`config.mk`:
```
export PLATFORM = sky130hd
export DESIGN_NAME = seq_divider
export DESIGN_NICKNAME = d
export VERILOG_FILES = /design/src/rtl/div_pkg.sv /design/src/rtl/full_adder.sv /design/src/rtl/ripple_sub.sv /design/src/rtl/seq_divider.sv
export SDC_FILE = /design/constraint.sdc
export NUM_CORES = 1
export LEC_CHECK = 0
export CAP_MARGIN = 20
export CORE_MARGIN = 2
export CORE_UTILIZATION = 63
export CTS_CLUSTER_SIZE = 10
export DETAILED_ROUTE_END_ITERATION = 8
export DONT_BUFFER_PORTS = 1
export PLACE_DENSITY = 0.87
export SLEW_MARGIN = 30
export SYNTH_ARGS = -nofsm -noshare
export SYNTH_HDL_FRONTEND = slang
export SYNTH_SLANG_ARGS = --single-unit
```
`constraint.sdc`:
```
create_clock -name clk -period 8.8 [get_ports clk]
set_clock_uncertainty 0.15 [all_clocks]
set_input_delay 2.2 -clock clk [delete_from_list [all_inputs] [get_ports clk]]
set_output_delay 2.2 -clock clk [all_outputs]
set_load 0.02 [all_outputs]
```
`src/rtl/div_pkg.sv`:
```
// Shared definitions for the sequential divider.
//   div_state_t   : divider control state (IDLE, RUN, DONE)
//   DIV_W_DEFAULT : default operand width
package div_pkg;

    typedef enum logic [1:0] {
        IDLE = 2'd0,
        RUN  = 2'd1,
        DONE = 2'd2
    } div_state_t;

    localparam int DIV_W_DEFAULT = 16;

endpackage

```
`src/rtl/full_adder.sv`:
```
// One-bit full adder cell.
// Ports:
//   a, b, cin : addend bits and carry in
//   sum, cout : sum bit and carry out
module full_adder (
    input  logic a,
    input  logic b,
    input  logic cin,
    output logic sum,
    output logic cout
);

    assign sum  = a ^ b ^ cin;
    assign cout = (a & b) | (cin & (a ^ b));

endmodule

```
`src/rtl/ripple_sub.sv`:
```
// N-bit ripple-borrow subtractor, diff = a - b, built as a + ~b + 1 from a chain of
// full_adder cells.
// Ports:
//   a, b   : minuend and subtrahend
//   diff   : a - b modulo 2^N
//   borrow : high when b > a (inverse of the final carry)
module ripple_sub #(
    parameter int N = 17
) (
    input  logic [N-1:0] a,
    input  logic [N-1:0] b,
    output logic [N-1:0] diff,
    output logic         borrow
);

    logic [N:0]   carry;
    logic [N-1:0] b_inv;

    assign b_inv    = ~b;
    assign carry[0] = 1'b1;

    for (genvar i = 0; i < N; i++) begin : g_bit
        full_adder u_fa (
            .a    (a[i]),
            .b    (b_inv[i]),
            .cin  (carry[i]),
            .sum  (diff[i]),
            .cout (carry[i+1])
        );
    end

    assign borrow = ~carry[N];

endmodule

```
`src/rtl/seq_divider.sv`:
```
// Iterative radix-2 restoring divider, one quotient bit per clock (W cycles per result).
// Optional macro DIV_SIGNED_EN: two's complement operands, truncating division with the
// remainder taking the dividend's sign. Undefined: unsigned only.
// Ports:
//   clk, rst              : clock, synchronous active-high reset
//   in_valid, in_ready    : operand handshake (in_ready high only when idle)
//   dividend, divisor     : W-bit operands
//   out_valid, out_ready  : result handshake (result held until accepted)
//   quotient, remainder   : W-bit registered results
module seq_divider
    import div_pkg::*;
#(
    parameter int W  = DIV_W_DEFAULT,
    parameter int CW = $clog2(W + 1)
) (
    input  logic         clk,
    input  logic         rst,
    input  logic         in_valid,
    output logic         in_ready,
    input  logic [W-1:0] dividend,
    input  logic [W-1:0] divisor,
    output logic         out_valid,
    input  logic         out_ready,
    output logic [W-1:0] quotient,
    output logic [W-1:0] remainder
);

    div_state_t    state_q, state_d;
    logic [W:0]    rem_q, rem_d;        // partial remainder R
    logic [W-1:0]  quo_q, quo_d;        // quotient / dividend shift register Q
    logic [W-1:0]  dsr_q, dsr_d;        // latched divisor (magnitude in signed mode)
    logic [CW-1:0] cnt_q, cnt_d;
    logic [W-1:0]  quotient_q, quotient_d;
    logic [W-1:0]  remainder_q, remainder_d;

    logic [W:0]    sub_a, sub_b, sub_diff;
    logic          sub_borrow;
    logic [W:0]    rem_next;
    logic [W-1:0]  quo_next;
    logic [W-1:0]  load_dividend, load_divisor;
    logic [W-1:0]  res_quo, res_rem;

    // R never exceeds the divisor, so its top bit only carries the subtract width.
    logic          unused_rem_msb;
    assign unused_rem_msb = rem_q[W];

    // Shift the next dividend bit into R and trial-subtract the divisor.
    assign sub_a = {rem_q[W-1:0], quo_q[W-1]};
    assign sub_b = {1'b0, dsr_q};

    ripple_sub #(
        .N (W + 1)
    ) u_sub (
        .a      (sub_a),
        .b      (sub_b),
        .diff   (sub_diff),
        .borrow (sub_borrow)
    );

    // Restore on borrow, otherwise keep the difference and shift in a 1.
    assign rem_next = sub_borrow ? sub_a : sub_diff;
    assign quo_next = {quo_q[W-2:0], ~sub_borrow};

`ifdef DIV_SIGNED_EN
    logic sq_q, sq_d;   // negate quotient
    logic sr_q, sr_d;   // negate remainder

    assign load_dividend = dividend[W-1] ? (W'(0) - dividend) : dividend;
    assign load_divisor  = divisor[W-1]  ? (W'(0) - divisor)  : divisor;

    assign res_quo = sq_q ? (W'(0) - quo_next) : quo_next;
    assign res_rem = sr_q ? (W'(0) - rem_next[W-1:0]) : rem_next[W-1:0];

    always_comb begin
        sq_d = sq_q;
        sr_d = sr_q;
        if (state_q == IDLE && in_valid) begin
            // A zero divisor must keep the all-ones quotient, so never negate it.
            sq_d = (dividend[W-1] ^ divisor[W-1]) & (|divisor);
            sr_d = dividend[W-1];
        end
    end

    always_ff @(posedge clk) begin
        if (rst) begin
            sq_q <= 1'b0;
            sr_q <= 1'b0;
        end else begin
            sq_q <= sq_d;
            sr_q <= sr_d;
        end
    end
`else
    assign load_dividend = dividend;
    assign load_divisor  = divisor;
    assign res_quo       = quo_next;
    assign res_rem       = rem_next[W-1:0];
`endif

    always_comb begin
        state_d     = state_q;
        rem_d       = rem_q;
        quo_d       = quo_q;
        dsr_d       = dsr_q;
        cnt_d       = cnt_q;
        quotient_d  = quotient_q;
        remainder_d = remainder_q;
        case (state_q)
            IDLE: begin
                if (in_valid) begin
                    rem_d   = '0;
                    quo_d   = load_dividend;
                    dsr_d   = load_divisor;
                    cnt_d   = CW'(W);
                    state_d = RUN;
                end
            end
            RUN: begin
                rem_d = rem_next;
                quo_d = quo_next;
                cnt_d = cnt_q - CW'(1);
                if (cnt_q == CW'(1)) begin
                    // Last iteration: publish the result from this step's next values.
                    state_d     = DONE;
                    quotient_d  = res_quo;
                    remainder_d = res_rem;
                end
            end
            DONE: begin
                if (out_ready) begin
                    state_d = IDLE;
                end
            end
            default: state_d = IDLE;
        endcase
    end

    always_ff @(posedge clk) begin
        if (rst) begin
            state_q     <= IDLE;
            rem_q       <= '0;
            quo_q       <= '0;
            dsr_q       <= '0;
            cnt_q       <= '0;
            quotient_q  <= '0;
            remainder_q <= '0;
        end else begin
            state_q     <= state_d;
            rem_q       <= rem_d;
            quo_q       <= quo_d;
            dsr_q       <= dsr_d;
            cnt_q       <= cnt_d;
            quotient_q  <= quotient_d;
            remainder_q <= remainder_d;
        end
    end

    assign in_ready  = (state_q == IDLE);
    assign out_valid = (state_q == DONE);
    assign quotient  = quotient_q;
    assign remainder = remainder_q;

endmodule
```
==> results.txt, run 1 <==
Status: completed
Worst stage delay on the critical path: 510 ps
CP cell instances: inv_1 > ha_1 > inv_1 > fa_1 > fa_1 > fa_1 > fa_1 > fa_1 > fa_1 > fa_1 > fa_1 > fa_1 > fa_1 > inv_1 > fa_1 > inv_1 > fa_1 > fa_1 > fa_1 > inv_1 > fa_1 > nand2b_1 > mux2i_1 > a211oi_1
Cells after synthesis: 426
WL final: 8.50 mm
Worst min path class: reg2reg
Async set or reset register ratio after synthesis: 0%
H-tree levels: 3
Cells after DPL: 468
Port Buffers: 0
Crit path time final: 8080 ps
CTS tree: yes
Yosys Warn Count: 0
Placer Congestion: 0.786
Worst setup margin: 722 ps
First-pass GRT wire length: 14.3 mm
Delay-heaviest family, CP: adder cells
Yosys cell types: 44
Num CTS Buffers: 9
# setup viols final: 0
Clock Tree Root: clkbuf_8
Layout cell share with drive strength beyond 1: 10.0%
ANT nets after route: 0
Cell area after synthesis: 4000 sq um
Max_slew headroom: 35.2%
Grt total ovfl: 0
DR iter-0 viols: 188
Ports: 70
CP startpoint kind: register
Post-CTS Setup Inserts: 0
Clock Latency Late Sink: 350 ps
Design Area, Final: 4150 sq um
Unrepaired setup endpoints after global routing: no
Remaining DRCs: 0
Power Dens Cells: 240 nW/um^2
Layout Cells excl Fill: 485
Max_cap viols: 0
Int Pwr: 0.673 mW
Dominant cells by area after synthesis: dfxtp_1 44%, a21oi_1 7.6%, fa_1 7.5%, mux2i_1 4.3%, o221a_2 4.2%
Synth Register Bits: 87
Fin util: 66.5%
Hold WS: 302 ps
Measured slew at the worst slew-check pin: 972 ps
Syn nets: 480
Worst vdd ir: 0.174 mV
Synth Area per Inst: 9.40 sq um
Ys flop type: dfxtp_1
Crit share post-route: 91.8%
Crit. End Element: register
Fillcell total: 513
Hold Path Stages: 2
R2R depth: 24
Clock power frac: 26.9%
Number of cells on the critical path: 24
Critical path arrival: 8180 ps
Longest Clk Path Bufs: 2
Post-synth EDFFs: 0
Die Ht: 83.7 microns
CP bufs+invs: 5
Req. time, crit path: 8900 ps
Post-synth top area cell: dfxtp_1
Crit path top cell by count: fa_1
DR WL/cell: 17.5 microns
Max FO, Critical Path: 16
Die X: 83.7 microns
Dpl ws: 709 ps
Post-CTS resize count: 0
Net Sw Power: 0.321 mW
Nets@finish: 457
Final Max Tran Viols: 0
Switching part of the total: 32.3%
Number of global-route vias before repair: 3108
DP HPWL: 5.65 mm
Placement Rows: 29
CTS Hold Buffers Added: 0
Final Hold Viols: 0
Core Region: 6240 sq um
Share of the yosys chip area belonging to registers: 43.5%
Ant diodes: 0
Setup TNS: 0 ps
Largest net degree at the start of global routing: 58
Clock transition at path regs: 90 ps
Critical path class: reg2reg
Placed inst area: 3950 sq um
Leakage power: 1.51 nW
GRT Total Usage: 25.2%
Initial antenna violation count: 0
Gate power share: 27.1%
Vias post-DR: 2978
Post-synth top area share: 43.5%
Most common cell in the synthesized netlist: dfxtp_1
Achievable Freq: 124 MHz
Reg2Reg Setup Slack: 720 ps
Total power: 0.995 mW
Die area: 7010 sq um
Vias per cell: 6.14
Starting density of the core: 64.1%
Register share of total power: 46.0%
Clock sink count: 87
CP max-delay cell: nand2b_1
Most common library cells after synthesis: 87 x dfxtp_1, 61 x a21oi_1, 33 x nand2_1
P&R area growth vs syn: 3.75%
Pre-Repair DR Iteration Count: 4
cell usage in the layout, fill, tap and decap left out, types with 2 or more instances in the layout:
cell type	count
clkinv_2	2
a211oi_1	17
o21ai_1	10
nand2_1	33
nor2_1	21
buf_4	3
o211a_1	3
o21ai_0	5
mux2i_1	17
clkbuf_1	2
nand3_1	15
a22o_1	3
a21oi_1	61
clkbuf_8	9
nand2b_1	2
dfxtp_1	87
o221a_2	15
inv_1	25
ha_1	3
fa_1	15
a31o_1	3
o2bb2ai_1	14
nor2b_1	17
area by class of cell:
type,instances,area (sq um),share of cell area [%]
Clock buffer,11,131,3.16
Sequential cell,87,1740,41.9
Timing Repair Buffer,4,33.8,0.813
Tap cell,77,96.3,2.32
Multi-Input combinational cell,276,2000,48.1
Inverter,25,93.8,2.26
Clock inverter,5,56.3,1.36
state kept, by name, indices dropped and copies added, names as in the netlist:
signal and flops:
quo_q 16, cnt_q 5, state_q 2, dsr_q 16, remainder 16, rem_q 16
quotient 16
tightest hold or removal path: cells and delay by family (launching register included):
kind,cells,cell delay (ps)
flip-flops,1,320
AND/OR/NAND/NOR,1,50
AO/OA/AOI/OAI,1,50
path summary, 6_finish.rpt:
path	end	from
worst max-delay path	remainder[12]	quo_q[15]
worst min-delay path	dsr_q[9]	dsr_q[9]
worst max register to register	remainder[12]	quo_q[15]
worst min register to register	dsr_q[9]	dsr_q[9]
per-layer routing:
layer,global-route usage [%],vias to the layer above,routed length (microns)
met4,12.9,0,259
met1,29.0,1415,3530
met2,43.3,80,4220
met3,6.13,22,483
li1,-,1461,-
met5,0,-,0
power groups by stage:
stage / Clock (mW) / Sequential, mW / Combinational, mW
after floorplan: 0 / 0.458 / 0.230
after global placement: 0 / 0.464 / 0.252
final: 0.268 / 0.458 / 0.269
after global routing: 0.290 / 0.460 / 0.307
after CTS: 0.271 / 0.457 / 0.270
after detailed placement: 0 / 0.466 / 0.266
cells by family (layout without fill, tap and decap cells):
kind of cell | Yosys count | after routing | synth area share (%)
muxes | 18 | 18 | 4.53
buffers and inverters | 63 | 45 | 6.88
and+or+nand+nor | 102 | 102 | 13.2
adders and majority gates | 18 | 18 | 8.44
AOI/OAI and AO/OA | 138 | 138 | 23.5
DFF | 87 | 87 | 43.5
Note: power is estimated with default switching activity, not from simulation.
==> run 2: changes to the inputs <==
Settings changed: PLACE_DENSITY 0.87 to 0.8.
==> results.txt, run 2 (same netlist as run 1, synthesis figures left out) <==
Port Buffers: 0 (unchanged)
Register area: 1740 sq um (about the same)
Post-CTS resize count: 0 (unchanged)
R2R depth: 24 (unchanged)
Clock Tree Root: clkbuf_8
Nets@finish: 455 (-0.44%)
Design Area, Final: 4150 sq um (unchanged)
CP max-delay cell: fa_1
DP HPWL: 5.44 mm (-3.7%)
Die area: 7010 sq um (unchanged)
WL final: 8.51 mm (about the same)
Longest Clk Path Bufs: 2 (unchanged)
Final Hold Viols: 0 (unchanged)
P&R area growth vs syn: 3.75% (unchanged)
Crit path top cell by count: fa_1
Max_slew headroom: 48.5% (+13 points)
Critical path arrival: 7870 ps (-310 ps)
DR iter-0 viols: 175 (-6.9%)
# setup viols final: 0 (unchanged)
Ant diodes: 0 (unchanged)
Placer Congestion: 0.794 (+1.1%)
CTS tree: yes
Number of global-route vias before repair: 2927 (-5.8%)
Post-CTS Setup Inserts: 0 (unchanged)
ANT nets after route: 0 (unchanged)
Setup TNS: 0 ps (unchanged)
Layout cell share with drive strength beyond 1: 10.1% (+0.099 points)
Die Ht: 83.7 microns (unchanged)
Delay-heaviest family, CP: adder cells
Max_cap viols: 0 (unchanged)
CP bufs+invs: 5 (unchanged)
Worst stage delay on the critical path: 440 ps (-70 ps)
Max FO, Critical Path: 16 (unchanged)
Clock Latency Late Sink: 350 ps (about the same)
Leakage power: 1.50 nW (-0.45%)
DR WL/cell: 17.7 microns (+0.91%)
Clock sink count: 87 (unchanged)
Grt total ovfl: 0 (unchanged)
Hold Path Stages: 2 (unchanged)
Num CTS Buffers: 9 (unchanged)
Status: completed
Multi-input logic area: 2000 sq um (+0.25%)
Crit share post-route: 88.7% (-3.1 points)
Critical path class: reg2reg
Die X: 83.7 microns (unchanged)
Achievable Freq: 128 MHz (+3.5%)
Pre-Repair DR Iteration Count: 4 (unchanged)
Core Region: 6240 sq um (unchanged)
Clock transition at path regs: 80 ps (about the same)
Remaining DRCs: 0 (unchanged)
Ports: 70 (unchanged)
Crit path time final: 7810 ps (-271 ps)
Vias per cell: 6.18 (+0.59%)
Measured slew at the worst slew-check pin: 772 ps (-200 ps)
Number of cells on the critical path: 24 (unchanged)
CP cell instances: inv_1 > ha_1 > inv_1 > fa_1 > fa_1 > fa_1 > fa_1 > fa_1 > fa_1 > fa_1 > fa_1 > fa_1 > fa_1 > inv_1 > fa_1 > inv_1 > fa_1 > fa_1 > fa_1 > inv_1 > fa_1 > nand2b_2 > mux2i_1 > a211oi_1
Starting density of the core: 64.1% (unchanged)
Worst min path class: reg2reg
CTS Hold Buffers Added: 0 (unchanged)
Power Dens Cells: 244 nW/um^2 (+1.9%)
Crit. End Element: register
Fillcell total: 523 (+1.9%)
First-pass GRT wire length: 14.0 mm (-1.6%)
Worst vdd ir: 0.138 mV (-21%)
Unrepaired setup endpoints after global routing: no
H-tree levels: 3 (unchanged)
GRT Total Usage: 25.1% (-0.063 points)
Placement Rows: 29 (unchanged)
Most frequent cells in the layout: 86 x dfxtp_1, 61 x a21oi_1, 33 x nand2_1
Req. time, crit path: 8870 ps (-30 ps)
Initial antenna violation count: 0 (unchanged)
CP startpoint kind: register
Final Max Tran Viols: 0 (unchanged)
Vias post-DR: 2971 (-0.24%)
Most common cell after layout, fill and taps aside: dfxtp_1
Placed inst area: 3950 sq um (about the same)
Largest net degree at the start of global routing: 58 (unchanged)
run 2: changes by cell type in the layout (fill, tap and decap cells not counted), sizes merged:
cell	delta
buf	-2
bufinv	+1
clkbuf	-1
clkinv	-1
inv	-1
run 2: report_power, final:
part | internal, mW | switching [mW]
Sequential | 0.425 | 0.0344
Clock | 0.156 | 0.132
Combinational | 0.114 | 0.152
run 2: final cells by class:
| cell class | count | share of cell area, % |
|---|---|---|
| Multi-Input combinational cell | 276 | 48.3 |
| Inverter | 25 | 2.26 |
| Tap cell | 77 | 2.32 |
| Sequential cell | 87 | 42.0 |
| Clock inverter | 4 | 1.75 |
| Timing Repair Buffer | 2 | 0.362 |
| Clock buffer | 10 | 3.07 |
run 2: through the flow:
stage	total power, mW	instances	util (%)	hold WS (ps)	worst slack [ps]
2_1_floorplan	0.688	426	-	282	1350
3_3_place_gp	0.720	467	63.1	286	876
3_5_place_dp	0.734	467	63.2	290	646
4_1_cts	1.02	481	66.4	302	629
5_1_grt	1.07	481	66.5	324	581
6_report	1.01	481	66.5	301	992
run 2: final timing paths:
check / from / slack, ps / end
hold / removal: dsr_q[8] / 300 / dsr_q[8]
setup / recovery: quo_q[15] / 990 / remainder[13]
setup reg to reg: quo_q[15] / 990 / remainder[13]
hold reg to reg: dsr_q[8] / 300 / dsr_q[8]
run 2: worst register-to-register path, stage by stage, from the launching register on:
cell and delay (ps):
dfxtp_1 320, inv_1 70, ha_1 140, inv_1 50, fa_1 420, fa_1 430
fa_1 430, fa_1 430, fa_1 420, fa_1 430, fa_1 420, fa_1 440
fa_1 430, fa_1 400, inv_1 100, fa_1 180, inv_1 50, fa_1 410
fa_1 420, fa_1 400, inv_1 90, fa_1 240, nand2b_2 320, mux2i_1 370
a211oi_1 120
run 2: metal layers:
metal	up-vias	GRT usage, %	part of all wire (%)
li1	1449	-	-
met1	1419	30.1	42
met2	85	43.0	50
met3	18	5.44	6.6
met4	0	11.6	2.0
met5	-	0	0
==> run 3: changes to the inputs <==
Settings changed: CTS_CLUSTER_SIZE 10 to 28.
==> results of run 3 <==
Same layout as run 2: the final DEF is identical, and so are final timing and power.
